$ cat src/rtl/clk_divider_prog_if.sv
// clk_divider_prog_if: control/status bundle for the programmable clock divider.
//   master (controller side): drives enable, mode, div_load, div_value;
//                             observes out_clk, tick, pending, cfg_err.
//   slave  (divider side):    the reverse.
// WIDTH must match the WIDTH of the clk_divider_prog instance it is bound to.
interface clk_divider_prog_if #(
  parameter int WIDTH = 8
);
  logic             enable;
  logic             mode;
  logic             div_load;
  logic [WIDTH-1:0] div_value;
  logic             out_clk;
  logic             tick;
  logic             pending;
  logic             cfg_err;

  modport master (
    output enable, mode, div_load, div_value,
    input  out_clk, tick, pending, cfg_err
  );

  modport slave (
    input  enable, mode, div_load, div_value,
    output out_clk, tick, pending, cfg_err
  );
endinterface

$ cat src/rtl/clk_divider_prog.sv
// clk_divider_prog: runtime-programmable, glitch-free clock divider.
//   clk    : system clock, everything on the rising edge
//   reset  : synchronous, active-low
//   bus    : clk_divider_prog_if.slave
//     enable    run request; a stop only takes effect at a period boundary
//     mode      0 = ~50% duty (high ceil(N/2)), 1 = one-cycle pulse
//     div_load  one-cycle strobe capturing div_value (must be >= 2)
//     div_value requested divisor N
//     out_clk   divided clock (registered)
//     tick      one-cycle pulse in the first high cycle of each period
//     pending   a loaded divisor waits for the next boundary
//     cfg_err   one-cycle pulse on a rejected load (div_value < 2)
// Divisor and mode changes only land at a period boundary or while idle, so
// the output period is never cut short except by reset.
module clk_divider_prog #(
  parameter int WIDTH     = 8,
  parameter int RESET_DIV = 8
) (
  input  logic             clk,
  input  logic             reset,
  clk_divider_prog_if.slave bus
);

  typedef enum logic {IDLE = 1'b0, RUN = 1'b1} state_t;

  state_t           state, state_nx;
  logic [WIDTH-1:0] cnt, cnt_d;
  logic [WIDTH-1:0] div_n, div_d;       // active divisor
  logic [WIDTH-1:0] pend_div, pdiv_d;   // divisor waiting for a boundary
  logic             pend_q, pend_d;
  logic             mode_m, mode_d;     // active mode
  logic             out_q, out_d;
  logic             tick_q, tick_d;
  logic             err_q, err_d;

  logic             load_ok, load_bad, boundary;
  logic [WIDTH:0]   hi_len, cnt_inc;

  assign load_bad = bus.div_load && (bus.div_value < WIDTH'(2));
  assign load_ok  = bus.div_load && !load_bad;
  assign boundary = (state == RUN) && (cnt == div_n - WIDTH'(1));

  // One extra bit so (N+1)>>1 survives N = 2^WIDTH-1.
  assign hi_len  = mode_m ? (WIDTH+1)'(1)
                          : (({1'b0, div_n} + (WIDTH+1)'(1)) >> 1);
  assign cnt_inc = {1'b0, cnt} + (WIDTH+1)'(1);

  // state register + datapath registers
  always_ff @(posedge clk) begin
    if (!reset) begin
      state    <= IDLE;
      cnt      <= '0;
      div_n    <= WIDTH'(RESET_DIV);
      pend_div <= '0;
      pend_q   <= 1'b0;
      mode_m   <= 1'b0;
      out_q    <= 1'b0;
      tick_q   <= 1'b0;
      err_q    <= 1'b0;
    end else begin
      state    <= state_nx;
      cnt      <= cnt_d;
      div_n    <= div_d;
      pend_div <= pdiv_d;
      pend_q   <= pend_d;
      mode_m   <= mode_d;
      out_q    <= out_d;
      tick_q   <= tick_d;
      err_q    <= err_d;
    end
  end

  // next-state logic
  always_comb begin
    state_nx = state;
    case (state)
      IDLE:    if (bus.enable) state_nx = RUN;
      RUN:     if (boundary && !bus.enable) state_nx = IDLE;
      default: state_nx = IDLE;
    endcase
  end

  // next values of the registered outputs and datapath
  always_comb begin
    cnt_d  = cnt;
    div_d  = div_n;
    pdiv_d = pend_div;
    pend_d = pend_q;
    mode_d = mode_m;
    out_d  = 1'b0;
    tick_d = 1'b0;
    err_d  = load_bad;
    case (state)
      IDLE: begin
        cnt_d  = '0;
        pend_d = 1'b0;
        if (load_ok) div_d = bus.div_value;
        if (bus.enable) begin
          out_d  = 1'b1;
          tick_d = 1'b1;
          mode_d = bus.mode;
        end
      end
      RUN: begin
        if (boundary) begin
          cnt_d  = '0;
          pend_d = 1'b0;
          // A load on the boundary edge itself wins over an older pending one.
          if (load_ok)     div_d = bus.div_value;
          else if (pend_q) div_d = pend_div;
          if (bus.enable) begin
            out_d  = 1'b1;
            tick_d = 1'b1;
            mode_d = bus.mode;
          end
        end else begin
          cnt_d = cnt + WIDTH'(1);
          out_d = (cnt_inc < hi_len);
          if (load_ok) begin
            pdiv_d = bus.div_value;
            pend_d = 1'b1;
          end
        end
      end
      default: cnt_d = '0;
    endcase
  end

  assign bus.out_clk = out_q;
  assign bus.tick    = tick_q;
  assign bus.pending = pend_q;
  assign bus.cfg_err = err_q;

endmodule
$ cat src/flat_wrapper.sv
// flat-port wrapper written by rule: the top's interface ports become plain ports
module clk_divider_prog_flat 
#(
  parameter int WIDTH     = 8,
  parameter int RESET_DIV = 8
)
  (clk, reset, bus_enable, bus_mode, bus_div_load, bus_div_value, bus_out_clk, bus_tick, bus_pending, bus_cfg_err);
  clk_divider_prog_if #(.WIDTH(WIDTH)) bus_i ();
  input  logic clk;
  input  logic reset;
  input wire logic [$bits(bus_i.enable)-1:0] bus_enable;
  input wire logic [$bits(bus_i.mode)-1:0] bus_mode;
  input wire logic [$bits(bus_i.div_load)-1:0] bus_div_load;
  input wire logic [$bits(bus_i.div_value)-1:0] bus_div_value;
  output wire logic [$bits(bus_i.out_clk)-1:0] bus_out_clk;
  output wire logic [$bits(bus_i.tick)-1:0] bus_tick;
  output wire logic [$bits(bus_i.pending)-1:0] bus_pending;
  output wire logic [$bits(bus_i.cfg_err)-1:0] bus_cfg_err;
  assign bus_i.enable = bus_enable;
  assign bus_i.mode = bus_mode;
  assign bus_i.div_load = bus_div_load;
  assign bus_i.div_value = bus_div_value;
  assign bus_out_clk = bus_i.out_clk;
  assign bus_tick = bus_i.tick;
  assign bus_pending = bus_i.pending;
  assign bus_cfg_err = bus_i.cfg_err;
  clk_divider_prog #(.WIDTH(WIDTH), .RESET_DIV(RESET_DIV)) u_core (.clk(clk), .reset(reset), .bus(bus_i));
endmodule
$ cat config.mk
export PLATFORM = sky130hd
export DESIGN_NAME = clk_divider_prog_flat
export DESIGN_NICKNAME = d
export VERILOG_FILES = /design/src/rtl/clk_divider_prog_if.sv /design/src/rtl/clk_divider_prog.sv /design/src/flat_wrapper.sv
export SDC_FILE = /design/constraint.sdc
export NUM_CORES = 1
export LEC_CHECK = 0
export BUFFER_PORTS_ARGS = -buffer_cell sky130_fd_sc_hd__buf_2
export CORE_AREA = 2 2 64 66
export DETAILED_ROUTE_END_ITERATION = 10
export DIE_AREA = 0 0 66 68
export GPL_TIMING_DRIVEN = 0
export PLACE_DENSITY = 0.69
export SETUP_SLACK_MARGIN = 0.02
export SKIP_CTS_REPAIR_TIMING = 1
export SYNTH_ARGS = -nofsm -noshare
export SYNTH_HDL_FRONTEND = slang
export SYNTH_SLANG_ARGS = --single-unit
$ cat constraint.sdc
create_clock -name clk -period 4.3 [get_ports clk]
set_input_delay 0.645 -clock clk [delete_from_list [all_inputs] [get_ports clk]]
set_output_delay 0.645 -clock clk [all_outputs]
set_load 0.05 [all_outputs]
==> metrics.txt <==
status=finished clean; HPWL after detailed placement=3020 microns; dominant register cell in the synthesized netlist=sky130_fd_sc_hd__dfxtp_1; shortest clock period the worst path allows after layout=2620 ps; worst vdd ir=264 uV; startpoint type of the worst setup path=flop; Rows=23; number of antenna violations at the first check in global routing=0; biggest area contributors in the synthesized netlist=sky130_fd_sc_hd__dfxtp_1, sky130_fd_sc_hd__xnor2_1, sky130_fd_sc_hd__ha_1; GRT Total Usage=0.195; Detailed Route WL=3950 microns; max-slew violations=0; remaining design rule violation count=0; data arrival time of the critical path=2790 ps; first-pass GRT wire length=6580 microns; proportion of netlist area held by the largest area contributor=0.329; Clock Tree Root=sky130_fd_sc_hd__clkbuf_8; placement-stage cell area=1970 sq um; crit path max-delay cell type=sky130_fd_sc_hd__o41a_1; maximum clock insertion buffer count=2; full die area=4490 sq um; die outline height=68 microns; worst-skew pair later-pin latency=280 ps; leading cell type by number of instances after synthesis=sky130_fd_sc_hd__dfxtp_1; largest net degree at the start of global routing=11; Setup Crit Path Kind=flop to flop; critical-path cell list=inv_1 -> ha_1 -> or3b_1 -> nor3_1 -> xnor2_1 -> o41a_1 -> o21a_2 -> a221o_1; maxcap violations=0; Area Growth Syn to Fin=12.8%; Period Utilization, post-route=0.610; clock edge transition at the registers on the reported setup and hold paths=60 ps; count of warnings emitted by yosys=0; final global-route overflow total=0; Layout Nets=250; path category of the worst min-delay check=flop to flop; Post-Route Hold Slack=458 ps; number of library cell types mapped by synthesis=43; setup violators final=0; placeable core region=3860 sq um; cell type with the highest aggregate area in the netlist=sky130_fd_sc_hd__dfxtp_1; data required time of the worst path=4460 ps; kind of end point of the critical path=flop; RSZ-0062 raised after global routing=false; mean cell area of the mapped netlist=8.96 sq um; share of cells above drive strength 1=0.154; final weighted congestion in routability-driven placement=0.828; antenna diode count=0; Post-Layout Inst Area=2060 sq um; CTS tree=done; highest attainable clock frequency=0.381 GHz; Max Fanout on Critical Path=8; via count of the first global-routing pass=1397; largest stage delay on the critical path=480 ps; total CTS buffers=5; Clock Sink Count=30; number of enable-type register cells in the synthesized netlist=0; power density cells=308 nW/um^2; cell family with the largest share of critical-path delay=compound AO/OA/AOI/OAI gates; htree depth=2; Setup Slack @ Placement=1680 ps; initial core utilization=0.474; Synth Instances=204; Via-to-Cell Ratio=5.44; transition time of the tightest slew-check pin=540 ps; post-synthesis net count=227; DR iter-0 viols=45; number of input and output port buffers inserted=16; sequential element share of the synthesized area=0.329; Via Count=1513; final antenna-violating net count=0; slew margin rel.=0.637; DRT Pass-1 Iters=4; Final Skew=5.05 ps; number of flip-flops and latches in the synthesized netlist=30; critical path buffer and inverter count=1; Top-Level Pins=17; most instantiated cells after synthesis=sky130_fd_sc_hd__dfxtp_1, sky130_fd_sc_hd__nand2_1, sky130_fd_sc_hd__xnor2_1; leakage power figure=0.882 nW; fraction of registers with async set/reset=0; netlist area before placement=1830 sq um; Final Hold Vio Count=0; Horiz. Die Dim=66 microns; Setup Total Neg Slack=0 ps; average routed wire per standard cell=14.2 microns; final worst setup slack=1680 ps
per-layer routing:
layer	vias up	wire [microns]	track usage
met3	6	98	0.0395
li1	788	-	-
met2	22	1800	0.318
met1	697	1970	0.247
met5	-	0	0
met4	0	85	0.0918
stage by stage:
step | instances | power (mW) | utilization
floorplan | 204 | 0.379 | -
global placement | 270 | 0.405 | 0.511
detailed placement | 270 | 0.407 | 0.511
CTS | 278 | 0.637 | 0.535
global route | 278 | 0.661 | 0.535
finish | 278 | 0.634 | 0.535
cells in the final DEF (no fill, tap or decap), drive strengths merged, types with 3 or more instances in the layout:
cell     n
a21oi    4
a221o    7
and3    14
and4     7
buf     20
clkbuf  17
dfxtp   30
ha      10
inv      6
mux2i    9
nand2   20
nand2b   8
nand3    8
nor2     6
nor3     5
nor4     7
o21ai    3
xnor2   15
xor2     7
logic make-up after synthesis:
| family | share of synthesized area |
|---|---|
| simple gates | 0.287 |
| flops | 0.329 |
| compound gates | 0.118 |
| xor+xnor | 0.105 |
| buf+inv | 0.0431 |
| fa+ha+maj | 0.0684 |
| mux | 0.0493 |
final cells by class:
cell class	instances	area, sq um
plain buffers	14	56.3
fillers	384	1790
flip-flops and latches	30	601
clock buffers	7	86.3
well taps	50	62.6
multi-input cells	154	1150
inverters	6	22.5
clock inverters	1	5.00
repair buffers	16	80.1
power breakdown:
part           switching (mW)  internal [mW]  leakage [nW]
registers             0.00900          0.290         0.245
clock network           0.104          0.129        0.0482
logic                  0.0592         0.0432         0.589
worst register-to-register path, delay by kind of cell, from the launching register on:
kind	cells	cell delay, ps
buffers and inverters	1	90
AO/OA/AOI/OAI	3	1130
XOR/XNOR	1	130
AND/OR/NAND/NOR	2	570
adder cells (fa/ha/maj)	1	210
flip-flops	1	390
worst paths after layout:
check / from / end / slack (ps) / cells past startpoint
worst max-delay path: u_core.div_n[0]$_SDFFE_PN0P_ / u_core.div_n[2]$_SDFFE_PN0P_ / 1680 / 8
worst min-delay path: u_core.pend_div[7]$_SDFFE_PN0P_ / u_core.pend_div[7]$_SDFFE_PN0P_ / 460 / 2
worst max register to register: u_core.div_n[0]$_SDFFE_PN0P_ / u_core.div_n[2]$_SDFFE_PN0P_ / 1680 / 8
worst min register to register: u_core.pend_div[7]$_SDFFE_PN0P_ / u_core.pend_div[7]$_SDFFE_PN0P_ / 460 / 2
registers in the layout (all words and copies together), names as in the netlist:
name and flops:
u_core.bus.cfg_err 1, u_core.bus.out_clk 1, u_core.bus.pending 1, u_core.bus.tick 1
u_core.mode_m 1, u_core.cnt 8, u_core.pend_div 8, u_core.div_n 8
u_core.state 1
Power figures use the tool's default switching activity.
